### config.mk
export PLATFORM = sky130hd
export DESIGN_NAME = regbank_write_queue_flat
export DESIGN_NICKNAME = d
export VERILOG_FILES = /design/src/rtl/regbank_write_queue_if.sv /design/src/rtl/regbank_write_queue.sv /design/src/flat_wrapper.sv
export SDC_FILE = /design/constraint.sdc
export NUM_CORES = 1
export LEC_CHECK = 0
export CAP_MARGIN = 10
export CORE_AREA = 2 2 133 135
export CTS_CLUSTER_DIAMETER = 60
export DETAILED_ROUTE_END_ITERATION = 10
export DIE_AREA = 0 0 135 137
export PLACE_DENSITY = 0.6
export SLEW_MARGIN = 20
export SYNTH_ARGS = -nofsm -noshare
export SYNTH_HDL_FRONTEND = slang
export SYNTH_SLANG_ARGS = --single-unit
### constraint.sdc
create_clock -name clock -period 3.8 [get_ports clock]
set_input_delay 0.57 -clock clock [delete_from_list [all_inputs] [get_ports clock]]
set_output_delay 0.57 -clock clock [all_outputs]
set_load 0.05 [all_outputs]
### src/rtl/regbank_write_queue_if.sv
// Bundle of the writeback, bank-write and forwarding signals of the register-bank write queue.
// slave: the queue itself; master: the surrounding pipeline/bank.
interface regbank_write_queue_if #(
  parameter int DEPTH  = 4,
  parameter int DATA_W = 16,
  parameter int ADDR_W = 3
);
  localparam int CW = $clog2(DEPTH) + 1;

  // Handshake: a writeback request is transferred on a rising edge where
  // wb_valid and wb_ready are both high; wb_addr/wb_data must be stable
  // whenever wb_valid is high. reg_write is a one-cycle write strobe with no
  // back-pressure from the bank.
  logic              wb_valid;
  logic              wb_ready;
  logic [ADDR_W-1:0] wb_addr;
  logic [DATA_W-1:0] wb_data;
  logic              drain_stall;
  logic              flush;
  logic              reg_write;
  logic [ADDR_W-1:0] wr_addr;
  logic [DATA_W-1:0] wr_data;
  logic [ADDR_W-1:0] rd_addr1;
  logic [ADDR_W-1:0] rd_addr2;
  logic              fwd_hit1;
  logic [DATA_W-1:0] fwd_data1;
  logic              fwd_hit2;
  logic [DATA_W-1:0] fwd_data2;
  logic [CW-1:0]     count;
  logic              empty;

  modport slave (
    input  wb_valid, wb_addr, wb_data, drain_stall, flush, rd_addr1, rd_addr2,
    output wb_ready, reg_write, wr_addr, wr_data,
    output fwd_hit1, fwd_data1, fwd_hit2, fwd_data2, count, empty
  );

  modport master (
    output wb_valid, wb_addr, wb_data, drain_stall, flush, rd_addr1, rd_addr2,
    input  wb_ready, reg_write, wr_addr, wr_data,
    input  fwd_hit1, fwd_data1, fwd_hit2, fwd_data2, count, empty
  );
endinterface

### src/rtl/regbank_write_queue.sv
// Writeback FIFO draining one write per cycle into the register bank, with youngest-match forwarding.
// Optional WBQ_COALESCE_EN: pushes to an already-queued register merge into that entry.
module regbank_write_queue #(
  parameter int DEPTH  = 4,
  parameter int DATA_W = 16,
  parameter int ADDR_W = 3
) (
  input  logic                 clock,
  input  logic                 reset,
  regbank_write_queue_if.slave bus
);
  localparam int PW = $clog2(DEPTH);
  localparam int CW = PW + 1;

  logic [ADDR_W-1:0] addr_mem_q [DEPTH];
  logic [DATA_W-1:0] data_mem_q [DEPTH];
  logic [PW-1:0]     head_q, head_d;
  logic [PW-1:0]     tail_q, tail_d;
  logic [CW-1:0]     count_q, count_d;
  logic              reg_write_q, reg_write_d;
  logic [ADDR_W-1:0] wr_addr_q, wr_addr_d;
  logic [DATA_W-1:0] wr_data_q, wr_data_d;

  logic              not_full;
  logic              is_empty;
  logic              do_pop;
  logic              do_alloc;
  logic              do_merge;
  logic              merge_hit;
  logic [PW-1:0]     merge_idx;
  logic [DEPTH-1:0]  valid_vec;

  assign not_full = (count_q < CW'(DEPTH));
  assign is_empty = (count_q == '0);
  assign do_pop   = !is_empty && !bus.drain_stall && !bus.flush;

  // Slot validity from its age relative to head; count, not pointer equality, bounds occupancy.
  always_comb begin
    valid_vec = '0;
    for (int i = 0; i < DEPTH; i++) begin
      valid_vec[i] = ({1'b0, PW'(i) - head_q} < count_q);
    end
  end

`ifdef WBQ_COALESCE_EN
  // The head leaving this edge cannot absorb a merge; such a push allocates instead.
  always_comb begin
    merge_hit = 1'b0;
    merge_idx = '0;
    for (int i = 0; i < DEPTH; i++) begin
      if (valid_vec[i] && (addr_mem_q[i] == bus.wb_addr) &&
          !(do_pop && (PW'(i) == head_q))) begin
        merge_hit = 1'b1;
        merge_idx = PW'(i);
      end
    end
  end
  assign bus.wb_ready = not_full || merge_hit;
  assign do_merge     = bus.wb_valid && merge_hit && !bus.flush;
  assign do_alloc     = bus.wb_valid && !merge_hit && not_full && !bus.flush;
`else
  assign merge_hit    = 1'b0;
  assign merge_idx    = '0;
  assign bus.wb_ready = not_full;
  assign do_merge     = 1'b0;
  assign do_alloc     = bus.wb_valid && not_full && !bus.flush;
`endif

  always_comb begin
    head_d      = head_q;
    tail_d      = tail_q;
    count_d     = count_q;
    reg_write_d = 1'b0;
    wr_addr_d   = wr_addr_q;
    wr_data_d   = wr_data_q;
    if (bus.flush) begin
      head_d  = tail_q;
      count_d = '0;
    end else begin
      if (do_pop) begin
        reg_write_d = 1'b1;
        wr_addr_d   = addr_mem_q[head_q];
        wr_data_d   = data_mem_q[head_q];
        head_d      = head_q + PW'(1);
      end
      if (do_alloc) begin
        tail_d = tail_q + PW'(1);
      end
      count_d = count_q + CW'(do_alloc) - CW'(do_pop);
    end
  end

  always_ff @(posedge clock) begin
    if (reset) begin
      head_q      <= '0;
      tail_q      <= '0;
      count_q     <= '0;
      reg_write_q <= 1'b0;
      wr_addr_q   <= '0;
      wr_data_q   <= '0;
    end else begin
      head_q      <= head_d;
      tail_q      <= tail_d;
      count_q     <= count_d;
      reg_write_q <= reg_write_d;
      wr_addr_q   <= wr_addr_d;
      wr_data_q   <= wr_data_d;
    end
  end

  always_ff @(posedge clock) begin
    if (!reset) begin
      if (do_alloc) begin
        addr_mem_q[tail_q] <= bus.wb_addr;
        data_mem_q[tail_q] <= bus.wb_data;
      end
      if (do_merge) begin
        data_mem_q[merge_idx] <= bus.wb_data;
      end
    end
  end

  // Walk oldest to youngest so the last match (the youngest) wins.
  always_comb begin
    logic [PW-1:0] idx;
    idx           = '0;
    bus.fwd_hit1  = 1'b0;
    bus.fwd_data1 = '0;
    bus.fwd_hit2  = 1'b0;
    bus.fwd_data2 = '0;
    for (int k = 0; k < DEPTH; k++) begin
      idx = head_q + PW'(k);
      if (CW'(k) < count_q) begin
        if (addr_mem_q[idx] == bus.rd_addr1) begin
          bus.fwd_hit1  = 1'b1;
          bus.fwd_data1 = data_mem_q[idx];
        end
        if (addr_mem_q[idx] == bus.rd_addr2) begin
          bus.fwd_hit2  = 1'b1;
          bus.fwd_data2 = data_mem_q[idx];
        end
      end
    end
  end

  assign bus.reg_write = reg_write_q;
  assign bus.wr_addr   = wr_addr_q;
  assign bus.wr_data   = wr_data_q;
  assign bus.count     = count_q;
  assign bus.empty     = is_empty;
endmodule

### src/flat_wrapper.sv
// flat-port wrapper written by rule: the top's interface ports become plain ports
module regbank_write_queue_flat 
#(
  parameter int DEPTH  = 4,
  parameter int DATA_W = 16,
  parameter int ADDR_W = 3
)
  (clock, reset, bus_wb_valid, bus_wb_addr, bus_wb_data, bus_drain_stall, bus_flush, bus_rd_addr1, bus_rd_addr2, bus_wb_ready, bus_reg_write, bus_wr_addr, bus_wr_data, bus_fwd_hit1, bus_fwd_data1, bus_fwd_hit2, bus_fwd_data2, bus_count, bus_empty);
  regbank_write_queue_if #(.DEPTH(DEPTH), .DATA_W(DATA_W), .ADDR_W(ADDR_W)) bus_i ();
  input  logic clock;
  input  logic reset;
  input wire logic [$bits(bus_i.wb_valid)-1:0] bus_wb_valid;
  input wire logic [$bits(bus_i.wb_addr)-1:0] bus_wb_addr;
  input wire logic [$bits(bus_i.wb_data)-1:0] bus_wb_data;
  input wire logic [$bits(bus_i.drain_stall)-1:0] bus_drain_stall;
  input wire logic [$bits(bus_i.flush)-1:0] bus_flush;
  input wire logic [$bits(bus_i.rd_addr1)-1:0] bus_rd_addr1;
  input wire logic [$bits(bus_i.rd_addr2)-1:0] bus_rd_addr2;
  output wire logic [$bits(bus_i.wb_ready)-1:0] bus_wb_ready;
  output wire logic [$bits(bus_i.reg_write)-1:0] bus_reg_write;
  output wire logic [$bits(bus_i.wr_addr)-1:0] bus_wr_addr;
  output wire logic [$bits(bus_i.wr_data)-1:0] bus_wr_data;
  output wire logic [$bits(bus_i.fwd_hit1)-1:0] bus_fwd_hit1;
  output wire logic [$bits(bus_i.fwd_data1)-1:0] bus_fwd_data1;
  output wire logic [$bits(bus_i.fwd_hit2)-1:0] bus_fwd_hit2;
  output wire logic [$bits(bus_i.fwd_data2)-1:0] bus_fwd_data2;
  output wire logic [$bits(bus_i.count)-1:0] bus_count;
  output wire logic [$bits(bus_i.empty)-1:0] bus_empty;
  assign bus_i.wb_valid = bus_wb_valid;
  assign bus_i.wb_addr = bus_wb_addr;
  assign bus_i.wb_data = bus_wb_data;
  assign bus_i.drain_stall = bus_drain_stall;
  assign bus_i.flush = bus_flush;
  assign bus_i.rd_addr1 = bus_rd_addr1;
  assign bus_i.rd_addr2 = bus_rd_addr2;
  assign bus_wb_ready = bus_i.wb_ready;
  assign bus_reg_write = bus_i.reg_write;
  assign bus_wr_addr = bus_i.wr_addr;
  assign bus_wr_data = bus_i.wr_data;
  assign bus_fwd_hit1 = bus_i.fwd_hit1;
  assign bus_fwd_data1 = bus_i.fwd_data1;
  assign bus_fwd_hit2 = bus_i.fwd_hit2;
  assign bus_fwd_data2 = bus_i.fwd_data2;
  assign bus_count = bus_i.count;
  assign bus_empty = bus_i.empty;
  regbank_write_queue #(.DEPTH(DEPTH), .DATA_W(DATA_W), .ADDR_W(ADDR_W)) u_core (.clock(clock), .reset(reset), .bus(bus_i));
endmodule
# --- Word level (Yosys, flattened, before mapping) ---
# Memory sizes are Yosys's and may differ from the RTL's. A register that Yosys moved wholly into a read port is not among the register bits.
# Index checks and enable logic that the tools add are counted.
word_totals:
  output_inout_bits: 59
  mem_bits_rw: 76
  mem_count: 2
  regBits: 27
  input_bits: 30
  word_cells: 82
classes:
  n_mux: 42
  n_eq_ne: 8
  add_sub_neg: 6
  reduce_logical: 12
  bitwise: 1
  order_cmp: 5
memory_table:
  columns: ["name", "words", "width", "rd", "rd_ports_with_merged_regs", "write_ports", "line_no", "source"]
  rows:
  - ["u_core.data_mem_q", 4, 16, 4, 1, 1, "regbank_write_queue.sv:16", "logic [DATA_W-1:0] data_mem_q [DEPTH];"]
  - ["u_core.addr_mem_q", 4, 3, 4, 1, 1, "regbank_write_queue.sv:15", "logic [ADDR_W-1:0] addr_mem_q [DEPTH];"]
ops:
  columns: ["cell", "n"]
  rows:
  - ["16-bit two-way mux", 16]
  - ["3-bit equality test", 8]
  - ["1-bit two-way mux", 20]
  - ["2-bit two-way mux", 6]
  - ["1-bit by 3-bit < comparator with 1-bit output (first input constant)", 2]
  - ["2-bit by 3-bit < comparator with 1-bit output (first input constant)", 2]
  - ["2-bit by 1-bit adder with 2-bit output (second input constant)", 2]
  - ["2-bit adder (second input constant)", 2]
  - ["1-bit logical AND", 4]
  - ["2-bit AND reduction", 2]
  - ["3-bit by 1-bit adder with 3-bit output", 1]
  - ["1-bit zero test", 3]
  - ["3-bit zero test", 1]
  - ["3-bit < comparator (second input constant)", 1]
  - ["3-bit by 1-bit subtractor with 3-bit output", 1]
  - ["2-bit nonzero test", 1]
  - ["2-bit OR reduction", 1]
  - ["1-bit NOT", 1]

# --- Longest topological paths before layout ---
# Gate-level depths: netlist of the first run.
depth:
  depth_word: 9
  mapped_depth: 10
  mapped_depth_nobuf: 9

# --- Worst setup path after synthesis of the first run ---
# No wires, ideal clock.
synth_path:
  path_kind: "register to output"
  from: "reg u_core.count_q[2], in the netlist u_core.bus.count[2]"
  to: "out bus_fwd_data1[10]"
  path_stages_with_launch: 9
  arrival_time_ns: 3.367
  setup_slack_ns: -0.137
  path_buffers: 1
  required_time_ns: 3.230
  cell_sequence: "dfxtp_1 inv_1 ha_1 nor3b_1 mux2i_1 a211oi_4 clkbuf_1 a221oi_1 o22ai_1"
synth_via:
  elab_chain_len: 8
  elab_cells_between_ends: 11
  cone_classes: "4 x order compare; 7 x mux"
synth_rtl:
  columns: ["element", "line_no", "source"]
  rows:
  - ["start: declaration", "regbank_write_queue.sv:19", "logic [CW-1:0] count_q, count_d;"]
  - ["start signal: assignment", "regbank_write_queue.sv:104", "count_q <= count_d;"]
  - ["1-bit by 3-bit < comparator with 1-bit output", "regbank_write_queue.sv:133", "if (CW'(k) < count_q) begin"]
  - ["16-bit two-way mux", "regbank_write_queue.sv:133", null]
  - ["16-bit two-way mux", "regbank_write_queue.sv:134", "if (addr_mem_q[idx] == bus.rd_addr1) begin"]
  - ["16-bit two-way mux", "regbank_write_queue.sv:133", null]
  - ["16-bit two-way mux", "regbank_write_queue.sv:134", null]
  - ["16-bit two-way mux", "regbank_write_queue.sv:133", null]
  - ["16-bit two-way mux", "regbank_write_queue.sv:134", null]
  - ["16-bit two-way mux (*)", "regbank_write_queue.sv:133", null]
  - ["end: declaration", "flat_wrapper.sv:24", "output wire logic [$bits(bus_i.fwd_data1)-1:0] bus_fwd_data1;"]
# Mark *: on every way between the ends. The rest lies on a longest branch, timed or not.

# --- Final worst setup path of the first run ---
layout_path:
  from: "reg u_core.head_q[0]"
  to: "out bus_fwd_data2[5]"
layout_via:
  elab_chain_len: 9
  elab_cells_between_ends: 14
  cone_classes: "3 x add/sub; 3 x eq/ne; 6 x mux; 2 x memory"
layout_rtl:
  columns: ["element", "line_no", "source"]
  rows:
  - ["start: declaration", "regbank_write_queue.sv:17", "logic [PW-1:0] head_q, head_d;"]
  - ["start signal: assignment", "regbank_write_queue.sv:95", "head_q <= '0;"]
  - ["start signal: assignment", "regbank_write_queue.sv:102", "head_q <= head_d;"]
  - ["2-bit by 1-bit adder with 2-bit output", "regbank_write_queue.sv:132", "idx = head_q + PW'(k);"]
  - ["memory read 4 x 3 bit", null, null]
  - ["3-bit equality test", "regbank_write_queue.sv:138", "if (addr_mem_q[idx] == bus.rd_addr2) begin"]
  - ["16-bit two-way mux", "regbank_write_queue.sv:138", null]
  - ["16-bit two-way mux", "regbank_write_queue.sv:133", null]
  - ["16-bit two-way mux", "regbank_write_queue.sv:138", null]
  - ["16-bit two-way mux", "regbank_write_queue.sv:133", null]
  - ["16-bit two-way mux", "regbank_write_queue.sv:138", null]
  - ["16-bit two-way mux (*)", "regbank_write_queue.sv:133", null]
  - ["end: declaration", "flat_wrapper.sv:26", "output wire logic [$bits(bus_i.fwd_data2)-1:0] bus_fwd_data2;"]
# Marks and branches as above.

==> results.tsv, run 1 <==
stage	metric	value	unit
die	# IOs	89	
synth	XOR/XNOR Fraction of Synth Area	3.72	%
synth	Yosys top cell area share	35.9	%
worst_setup_path	critical path type	reg2out	
synth	post-synthesis compound-gate area fraction	13.7	%
synth	Synth Area per Inst	11.4	um2
die	Die ar.	0.0185	mm2
power_and_ir_drop	Combinational Power Share	18.0	%
sta	Final Hold Fails	0	
clock_tree	post_cts resized	0	
flow_run	Max Cap Viol	0	
clock_tree	CTS Buffer Depth	2	
power_and_ir_drop	sw power	0.726	mW
detailed_routing	average routed wire per standard cell	21.1	um
synth	number of synthesized register bits	105	
clock_tree	Root Buffer Master	clkbuf_16	
layout	Diodes inserted	0	
detailed_routing	total number of vias	5148	
min_path	worst min path class	reg2reg	
sta	final setup TNS	0	ns
synth	number of synthesis warnings	0	
clock_tree	Post-CTS Setup Bufs	0	
worst_setup_path	flop2flop setup slack	1.32	ns
sta	Final Skew	0.0162	ns
synth	largest family of logic cells by synthesized area	multiplexers	
die	Initial Util	37.3	%
detailed_routing	WL final	18300	um
worst_setup_path	R2R Path Start	u_core.bus.count[2]	
power_and_ir_drop	clock share of power	36.1	%
power_and_ir_drop	Seq pwr share	45.9	%
power_and_ir_drop	Sw Ratio	26.2	%
global_route	total gr overflow	0	
worst_setup_path	CP delay by family, top	buffers and inverters	
synth	Synth Net Count	597	
synth	largest area contributor in the synthesized netlist	edfxtp_1	
worst_setup_path	Required @ worst endpoint	3.23	ns
die	die width	135	um
place	DPL Wire Length	12600	um
die	placement row count	48	
worst_setup_path	Largest stage delay, worst path	0.57	ns
sta	final worst path period share	93.5	%
synth	Syn Inst Count	558	
worst_setup_path	FF-to-FF path depth	10	
global_route	first-pass GRT wire length	28400	um
detailed_routing	DR pass1 iterations	5	
global_route	GRT Resource Usage Total	20.2	%
clock_tree	Clock transition at path regs	0.07	ns
clock_tree	Worst-Skew Late Latency	0.36	ns
synth	dominant synthesized flop cell	edfxtp_1	
worst_setup_path	critical path peak fanout	33	
run_status	status	finished clean	
worst_setup_path	worst setup path startpoint	u_core.head_q[0]	
layout	P&R area growth vs syn	27.0	%
detailed_routing	DR iter-0 viols	381	
detailed_routing	Routed Antenna Nets	0	
synth	Seq/Total Area, Yosys	45.0	%
sta	hold_ws	0.453	ns
sta	final-report max-slew violation count	0	
sta	minimum clock period	3.55	ns
worst_setup_path	slowest cell on the critical path	mux4_2	
power_and_ir_drop	power density over the cells	343	mW/mm2
synth	Post-synth EDFFs	76	
synth	mux cell area share after synthesis	21.7	%
worst_setup_path	most frequent CP cell	buf_4	
global_route	initial antenna violation count	0	
synth	Synth Area in Adders	1.89	%
worst_setup_path	endpoint class of the critical path	output port	
clock_tree	Sink Count	105	
die	Die Ht	137	um
detailed_routing	Vias/cell	5.94	
clock_tree	CTS Buf Count	9	
power_and_ir_drop	VDD IR-drop max	0.232	mV
synth	ys async rst share	0	%
die	core area	0.0171	mm2
worst_setup_path	CP bufs+invs	3	
worst_setup_path	Reg2Reg Capture Point	u_core.bus.count[2]	
clock_tree	H-tree depth	3	
power_and_ir_drop	static leakage	2.70	nW
synth	Synth area leaders	edfxtp_1 (36%), mux4_2 (15%), dfxtp_1 (9.1%)	
layout	Fillers	1561	
layout	layout cells sized above 1	23.6	%
clock_tree	hold_buf cts	0	
layout	Nets	675	
sta	unrepaired setup endpoints after global routing	false	
synth	simple-gate share of the synthesized area	10.3	%
global_route	pin count of the biggest net entering global routing	42	
worst_setup_path	Critical Path End	bus_fwd_data2[5]	
worst_setup_path	WP data arrival	2.98	ns
place	Final GP Congestion	0.911	
synth	library cells used by synthesis	36	
place	# port buffers	88	
detailed_routing	drt drc	0	
worst_setup_path	crit path launch type	flip-flop	
sta	final number of setup-violating endpoints	0	
sta	fmax	0.282	GHz
clock_tree	CTS tree	done	
sta	worst slew pin tran	0.671	ns
synth	Mapped Area	0.00635	mm2
worst_setup_path	Crit path depth	8	
global_route	number of global-route vias before repair	5137	
sta	Worst slew margin	55.3	%
power_and_ir_drop	cell internal pwr	2.04	mW
worst_setup_path	Cell Chain, Critical Path	buf_4 -> mux4_2 -> xnor2_1 -> and4_1 -> buf_4 -> a221oi_1 -> o22ai_1 -> buf_4	
-- per-stage QoR --
stage,instances,utilization [%],power [mW],setup slack (ns),cell area [um2]
2_1_floorplan,558,-,1.62,0.0509,6420
3_3_place_gp,850,45.4,1.78,0.473,7750
3_5_place_dp,850,45.4,1.79,0.424,7750
4_1_cts,866,47.3,2.78,0.252,8070
5_1_grt,866,47.3,2.86,0.114,8070
6_report,866,47.3,2.77,0.248,8070
-- how the worst min path moves through the flow --
stage	from	to	slack, ns	depth (start not counted)
after floorplan	u_core.tail_q[1]	flip-flop	0.53	2
after global placement	u_core.bus.wr_addr[1]	u_core.bus.wr_addr[1]	0.45	2
after detailed placement	u_core.bus.wr_addr[1]	u_core.bus.wr_addr[1]	0.44	2
after CTS	u_core.bus.wr_addr[1]	u_core.bus.wr_addr[1]	0.45	2
after global routing	u_core.bus.wr_addr[0]	u_core.bus.wr_addr[0]	0.49	2
final	u_core.bus.wr_addr[1]	u_core.bus.wr_addr[1]	0.45	2
-- cell type report --
type / count / area, um2 / share of cell area, %
Timing Repair Buffer: 114 / 1240 / 15.4
Inverter: 9 / 33.8 / 0.418
Multi-Input combinational cell: 397 / 3330 / 41.2
Clock inverter: 6 / 92.6 / 1.15
Sequential cell: 105 / 2870 / 35.5
Clock buffer: 10 / 229 / 2.84
Tap cell: 225 / 282 / 3.49
-- cell usage in the layout, fill, tap and decap left out, drive strengths merged, types with 3 or more instances in the layout --
cell type / n
a211oi: 3
a21oi: 37
a221oi: 32
and2: 4
buf: 60
clkbuf: 10
clkdlybuf4s50: 54
dfxtp: 29
edfxtp: 76
ha: 8
inv: 9
mux2: 19
mux2i: 24
mux4: 41
nand2: 74
nand2b: 16
nand4: 4
nor2: 25
nor3: 4
nor3b: 5
o21ai: 32
o22ai: 32
xnor2: 14
xor2: 13
-- per-layer routing --
layer	part of all wire (%)	routed length, um	global-route usage [%]	up-vias
met2	49	8890	34.2	240
met5	0	0	0	-
met1	42	7680	26.0	2571
met3	7.4	1350	3.59	33
li1	-	-	-	2304
met4	1.8	337	7.12	0
-- kinds of logic (layout without fill, tap and decap cells) --
family | after synthesis | after routing
adder cells (fa/ha/maj) | 9 | 9
AO/OA/AOI/OAI | 137 | 137
XOR/XNOR | 27 | 27
multiplexers | 84 | 84
flip-flops | 105 | 105
buffers and inverters | 56 | 139
AND/OR/NAND/NOR | 140 | 140
-- power groups by stage --
stage | clock network [mW] | logic (mW) | registers, mW
after global placement | 0 | 0.488 | 1.29
after CTS | 1.01 | 0.499 | 1.27
after global routing | 1.05 | 0.532 | 1.27
after detailed placement | 0 | 0.495 | 1.30
final | 1.00 | 0.499 | 1.27
after floorplan | 0 | 0.321 | 1.30
-- state kept, by name (all words and copies together) (netlist names), named ones only --
signal,count
u_core.addr_mem_q,12
u_core.bus.count,3
u_core.bus.reg_write,1
u_core.bus.wr_addr,3
u_core.bus.wr_data,16
u_core.data_mem_q,64
u_core.head_q,2
u_core.tail_q,2
-- worst reg2reg max path: cells and delay by family (launching register included) --
kind,cells,cell delay [ns]
adder cells (fa/ha/maj),3,0.85
buffers and inverters,3,0.38
flip-flops,1,0.38
AND/OR/NAND/NOR,3,0.63
XOR/XNOR,1,0.17
-- Yosys cell counts (all sizes together), types with 16 or more instances --
| library cell | instances |
|---|---|
| mux2i | 24 |
| dfxtp | 29 |
| a221oi | 32 |
| mux2 | 19 |
| nand2 | 74 |
| edfxtp | 76 |
| nand2b | 16 |
| mux4 | 41 |
| a21oi | 37 |
| nor2 | 25 |
| clkbuf | 33 |
| o22ai | 32 |
| o21ai | 32 |
No activity file was read; power rests on OpenSTA's default activity.
==> inputs of run 2 (changes only) <==
==> constraint.sdc (replaced) <==
create_clock -name clock -period 4.13 [get_ports clock]
set_input_delay 0.6195 -clock clock [delete_from_list [all_inputs] [get_ports clock]]
set_output_delay 0.6195 -clock clock [all_outputs]
set_load 0.05 [all_outputs]
==> results.tsv, run 2 (synthesized netlist as in run 1, its figures left out) <==
stage	metric	value	unit	change
sta	unrepaired setup endpoints after global routing	false		unchanged
worst_setup_path	Required @ worst endpoint	3.51	ns	was 3.23 ns
layout	P&R area growth vs syn	25.5	%	was 27.0%
worst_setup_path	WP data arrival	3.22	ns	was 2.98 ns
power_and_ir_drop	power density over the cells	313	mW/mm2	was 343 mW/mm2
place	DPL Wire Length	12800	um	was 12600 um
worst_setup_path	crit path launch type	flip-flop		unchanged
layout	Layout Cells excl Fill	868		was 866
clock_tree	Worst-Skew Late Latency	0.36	ns	about the same
global_route	number of global-route vias before repair	4896		was 5137
die	Die Ht	137	um	unchanged
detailed_routing	average routed wire per standard cell	21.5	um	was 21.1 um
sta	final setup margin	0.287	ns	was 0.248 ns
layout	utilization after layout	46.8	%	was 47.3%
clock_tree	H-tree depth	3		unchanged
worst_setup_path	Largest stage delay, worst path	0.65	ns	was 0.57 ns
detailed_routing	DR iter-0 viols	492		was 381
clock_tree	CTS Buffer Depth	2		unchanged
power_and_ir_drop	VDD IR-drop max	0.228	mV	was 0.232 mV
layout	Diodes inserted	0		unchanged
clock_tree	Sink Count	105		unchanged
die	Initial Util	37.3	%	unchanged
worst_setup_path	CP delay by family, top	flip-flops		was buffers and inverters
die	placement row count	48		unchanged
layout	Storage cell area	0.00287	mm2	unchanged
worst_setup_path	worst setup path startpoint	u_core.head_q[0]		unchanged
layout	multi-input logic area	0.00326	mm2	was 0.00333 mm2
worst_setup_path	most frequent CP cell	buf_4		unchanged
worst_setup_path	endpoint class of the critical path	output port		unchanged
detailed_routing	Routed Antenna Nets	0		unchanged
run_status	status	finished clean		unchanged
layout	most common cell after layout, fill and taps aside	edfxtp_1		unchanged
place	Post-DP Area	0.00766	mm2	was 0.00775 mm2
global_route	first-pass GRT wire length	28200	um	was 28400 um
sta	worst slew pin tran	0.767	ns	was 0.671 ns
worst_setup_path	slowest cell on the critical path	dfxtp_4		was mux4_2
global_route	total gr overflow	0		unchanged
detailed_routing	WL final	18700	um	was 18300 um
layout	max reg flops	64		unchanged
worst_setup_path	R2R Path Start	u_core.bus.count[2]		unchanged
clock_tree	CTS tree	done		unchanged
power_and_ir_drop	total power	2.49	mW	was 2.77 mW
worst_setup_path	Reg2Reg Capture Point	u_core.bus.count[2]		unchanged
place	# port buffers	88		unchanged
worst_setup_path	FF-to-FF path depth	11		was 10
sta	final number of setup-violating endpoints	0		unchanged
min_path	worst min path class	reg2reg		unchanged
layout	Fillers	1533		was 1561
sta	final setup TNS	0	ns	unchanged
sta	Final Skew	0.0102	ns	was 0.0162 ns
sta	final-report max-slew violation count	0		unchanged
layout	Final Instance Area	0.00798	mm2	was 0.00807 mm2
die	die width	135	um	unchanged
global_route	GRT Resource Usage Total	20.1	%	was 20.2%
worst_setup_path	Cell Chain, Critical Path	mux4_2 -> xor2_1 -> nor4_4 -> nor3_2 -> buf_4 -> a221oi_1 -> o22ai_1 -> buf_4		was buf_4 -> mux4_2 -> xnor2_1 -> and4_1 -> buf_4 -> a221oi_1 -> o22ai_1 -> buf_4
flow_run	Max Cap Viol	0		unchanged
detailed_routing	DR pass1 iterations	7		was 5
worst_setup_path	CP bufs+invs	2		was 3
layout	Nets	677		was 675
sta	final worst path period share	93.1	%	
global_route	pin count of the biggest net entering global routing	41		was 42
worst_setup_path	flop2flop setup slack	1.42	ns	was 1.32 ns
clock_tree	hold_buf cts	0		unchanged
place	Setup WS pre-CTS	0.623	ns	was 0.424 ns
place	Placed Instances	851		was 850
sta	Worst slew margin	48.7	%	was 55.3%
detailed_routing	drt drc	0		unchanged
clock_tree	CTS Buf Count	9		unchanged
die	# IOs	89		unchanged
worst_setup_path	critical path type	reg2out		unchanged
clock_tree	Clock transition at path regs	0.07	ns	about the same
layout	Top reg by flops	u_core.data_mem_q		unchanged
layout	commonest cells after routing, fill and taps aside	edfxtp_1 (76), nand2_1 (74), clkdlybuf4s50_1 (54)		unchanged
detailed_routing	total number of vias	5190		was 5148
worst_setup_path	Critical Path End	bus_fwd_data2[14]		was bus_fwd_data2[5]
min_path	worst min-delay path startpoint	u_core.bus.wr_data[11]		was u_core.bus.wr_addr[1]
place	Final GP Congestion	0.881		was 0.911
clock_tree	Root Buffer Master	clkbuf_16		unchanged
sta	fmax	0.260	GHz	
die	core area	0.0171	mm2	unchanged
layout	layout cells sized above 1	22.2	%	was 23.6%
power_and_ir_drop	static leakage	2.67	nW	was 2.70 nW
die	Die ar.	0.0185	mm2	unchanged
detailed_routing	Vias/cell	5.98		was 5.94
global_route	initial antenna violation count	0		unchanged
worst_setup_path	Crit path depth	8		unchanged
sta	hold_ws	0.455	ns	was 0.453 ns
sta	minimum clock period	3.84	ns	
sta	Final Hold Fails	0		unchanged
worst_setup_path	critical path peak fanout	28		was 33
## run 2: per-layer routing
| layer | GRT usage (%) | part of all wire (%) |
|---|---|---|
| met2 | 33.8 | 49 |
| met5 | 0 | 0 |
| met3 | 2.74 | 6.4 |
| met1 | 27.0 | 43 |
| met4 | 6.37 | 1.3 |
## run 2: power breakdown
group,leakage [nW],total (mW),switching (mW),internal (mW)
sequential,0.923,1.18,0.0291,1.15
clock,0.152,0.870,0.389,0.481
combinational,1.59,0.446,0.250,0.196
## run 2: worst register-to-register path: stages (launching register included)
cell	delay (ns)
dfxtp_1	0.38
nor3_1	0.36
or3_1	0.16
buf_4	0.23
inv_1	0.07
buf_4	0.22
ha_1	0.31
inv_1	0.04
ha_1	0.20
fa_1	0.38
xor2_1	0.17
nor3_1	0.11
## run 2: repair_timing
action	4_1_cts	5_1_grt
endpoints found under the setup margin	0	32
setup buffers	0	0
resized for setup	0	2
## run 2: worst min path at each step
stage / to / cells after the start
after floorplan: flip-flop / 2
after global placement: u_core.bus.wr_addr[1] / 2
after detailed placement: u_core.bus.wr_addr[2] / 2
after CTS: u_core.bus.wr_addr[2] / 2
after global routing: u_core.bus.wr_data[13] / 2
final: u_core.bus.wr_data[11] / 2
## run 2: final cells by class
type | count | area share [%]
inverters | 9 | 0.471
multi-input cells | 397 | 40.8
repair buffers | 115 | 15.3
flip-flops and latches | 105 | 35.9
well taps | 225 | 3.53
clock inverters | 3 | 0.251
clock buffers | 13 | 3.53
repair inverters | 1 | 0.0941
==> inputs of run 3 (changes only) <==
--- a/config.mk
+++ b/config.mk
@@ -11,6 +11,7 @@
 export DETAILED_ROUTE_END_ITERATION = 10
 export DIE_AREA = 0 0 135 137
 export PLACE_DENSITY = 0.6
+export SETUP_SLACK_MARGIN = 0.5
 export SLEW_MARGIN = 20
 export SYNTH_ARGS = -nofsm -noshare
 export SYNTH_HDL_FRONTEND = slang
==> results.tsv, run 3 (synthesized netlist as in run 1, its figures left out) <==
stage	metric	value	unit	change
layout	most common cell after layout, fill and taps aside	edfxtp_1		unchanged
worst_setup_path	critical path type	reg2out		unchanged
worst_setup_path	most frequent CP cell	buf_4		unchanged
sta	Worst slew margin	58.0	%	was 48.7%
sta	minimum clock period	3.56	ns	was 3.84 ns
worst_setup_path	critical path peak fanout	17		was 28
layout	Nets	683		was 677
die	placement row count	48		unchanged
power_and_ir_drop	Seq pwr share	45.6	%	was 47.2%
clock_tree	CTS Buffer Depth	2		unchanged
clock_tree	Root Buffer Master	clkbuf_16		unchanged
detailed_routing	average routed wire per standard cell	21.8	um	was 21.5 um
power_and_ir_drop	static leakage	2.77	nW	was 2.67 nW
layout	P&R area growth vs syn	28.9	%	was 25.5%
die	Die Ht	137	um	unchanged
detailed_routing	WL final	19000	um	was 18700 um
power_and_ir_drop	VDD IR-drop max	0.211	mV	was 0.228 mV
global_route	GR Util met1	27.0	%	about the same
flow_run	Max Cap Viol	0		unchanged
clock_tree	hold_buf cts	0		unchanged
worst_setup_path	Required @ worst endpoint	3.51	ns	about the same
layout	max reg flops	64		unchanged
worst_setup_path	slowest cell on the critical path	mux4_2		was dfxtp_4
global_route	pin count of the biggest net entering global routing	34		was 41
sta	unrepaired setup endpoints after global routing	true		was false
detailed_routing	total number of vias	5178		was 5190
power_and_ir_drop	clock share of power	35.8	%	was 34.9%
global_route	first-pass GRT wire length	28400	um	was 28200 um
layout	Diodes inserted	0		unchanged
die	die width	135	um	unchanged
place	Post-DP Area	0.00773	mm2	was 0.00766 mm2
die	# IOs	89		unchanged
worst_setup_path	CP delay by family, top	buffers and inverters		was flip-flops
global_route	number of global-route vias before repair	4942		was 4896
global_route	GRT Resource Usage Total	20.6	%	was 20.1%
power_and_ir_drop	power density over the cells	313	mW/mm2	about the same
layout	layout cells sized above 1	25.8	%	was 22.2%
layout	Fillers	1528		was 1533
die	core area	0.0171	mm2	unchanged
detailed_routing	Vias/cell	5.93		was 5.98
power_and_ir_drop	cell internal pwr	1.89	mW	was 1.83 mW
worst_setup_path	Cell Chain, Critical Path	mux4_2 -> xor2_1 -> nor4_4 -> buf_4 -> a221oi_1 -> o22ai_1 -> buf_4		was mux4_2 -> xor2_1 -> nor4_4 -> nor3_2 -> buf_4 -> a221oi_1 -> o22ai_1 -> buf_4
layout	Top reg by flops	u_core.data_mem_q		unchanged
sta	final number of setup-violating endpoints	0		unchanged
layout	Final Instance Area	0.00819	mm2	was 0.00798 mm2
power_and_ir_drop	Sw Ratio	26.4	%	was 26.8%
clock_tree	CTS tree	done		unchanged
die	Initial Util	37.3	%	unchanged
worst_setup_path	WP data arrival	2.94	ns	was 3.22 ns
sta	fmax	0.281	GHz	was 0.260 GHz
worst_setup_path	CP bufs+invs	2		unchanged
min_path	worst min path class	reg2reg		unchanged
sta	worst slew pin tran	0.630	ns	was 0.767 ns
place	DPL Wire Length	12800	um	about the same
power_and_ir_drop	Combinational Power Share	18.6	%	was 17.9%
sta	Final Hold Fails	0		unchanged
sta	final worst path period share	86.1	%	was 93.1%
sta	final-report max-slew violation count	0		unchanged
power_and_ir_drop	sw power	0.675	mW	was 0.668 mW
place	# port buffers	88		unchanged
run_status	status	finished clean		unchanged
clock_tree	Worst-Skew Late Latency	0.36	ns	about the same
place	Final GP Congestion	0.842		was 0.881
worst_setup_path	crit path launch type	flip-flop		unchanged
global_route	busiest grt layer	met2		unchanged
clock_tree	H-tree depth	3		unchanged
die	Die ar.	0.0185	mm2	unchanged
detailed_routing	Routed Antenna Nets	0		unchanged
detailed_routing	DR iter-0 viols	350		was 492
layout	commonest cells after routing, fill and taps aside	edfxtp_1 (76), nand2_1 (74), clkdlybuf4s50_1 (53)		was edfxtp_1 (76), nand2_1 (74), clkdlybuf4s50_1 (54)
global_route	initial antenna violation count	0		unchanged
worst_setup_path	Largest stage delay, worst path	0.56	ns	was 0.65 ns
detailed_routing	DR pass1 iterations	5		was 7
sta	final setup TNS	0	ns	unchanged
global_route	met3 GRT Util	3.52	%	was 2.74%
global_route	met2 Use GR	34.4	%	was 33.8%
clock_tree	Sink Count	105		unchanged
clock_tree	CTS Buf Count	9		unchanged
sta	Final Skew	0.00905	ns	was 0.0102 ns
global_route	total gr overflow	0		unchanged
detailed_routing	drt drc	0		unchanged
clock_tree	Clock transition at path regs	0.07	ns	about the same
worst_setup_path	endpoint class of the critical path	output port		unchanged
-- run 3: final cells by class --
class | instances | area, um2 | share of cell area, %
clock buffers | 10 | 229 | 2.80
flip-flops and latches | 105 | 2870 | 35.1
repair buffers | 121 | 1310 | 16.0
inverters | 9 | 37.5 | 0.458
well taps | 225 | 282 | 3.44
multi-input cells | 397 | 3370 | 41.1
repair inverters | 1 | 7.51 | 0.0916
clock inverters | 5 | 81.3 | 0.993
-- run 3: power groups by stage --
stage                     registers [mW]  logic, mW  clock network, mW
after detailed placement            1.19      0.456                  0
after floorplan                     1.20      0.296                  0
after global routing                1.17      0.510              0.974
after CTS                           1.17      0.468              0.928
final                               1.17      0.478              0.916
after global placement              1.19      0.450                  0
-- run 3: tightest hold or removal path: stages (launching register included) --
cell and delay (ns):
dfxtp_1 0.31, nand2_1 0.05, a21oi_1 0.05
-- run 3: what timing repair did --
item	in CTS	in global routing
cloned	0	2
endpoints found under the setup margin	16	32
setup buffers	4	2
gates resized for setup	4	19
pin swaps	0	3
-- run 3: per-layer routing --
layer,vias to the layer above,wire [um]
met3,34,1150
met4,0,425
met1,2595,8060
li1,2320,-
met2,229,9370
met5,-,0
-- run 3: worst paths after layout --
kind | depth (start not counted) | slack (ns) | start | end
setup / recovery | 7 | 0.57 | u_core.head_q[0] | bus_fwd_data2[4]
hold / removal | 2 | 0.46 | u_core.bus.wr_addr[0] | u_core.bus.wr_addr[0]
setup reg to reg | 11 | 1.39 | u_core.bus.count[2] | u_core.bus.count[2]
hold reg to reg | 2 | 0.46 | u_core.bus.wr_addr[0] | u_core.bus.wr_addr[0]
-- run 3: through the flow --
step	hold slack [ns]	setup slack, ns	power (mW)	std cells	util, %
6_report	0.456	0.572	2.56	873	48.0
5_1_grt	0.472	0.470	2.65	873	48.0
4_1_cts	0.458	0.517	2.56	869	47.4
3_5_place_dp	0.448	0.635	1.65	850	45.3
3_3_place_gp	0.444	0.702	1.64	850	45.3
2_1_floorplan	0.531	0.604	1.49	558	-
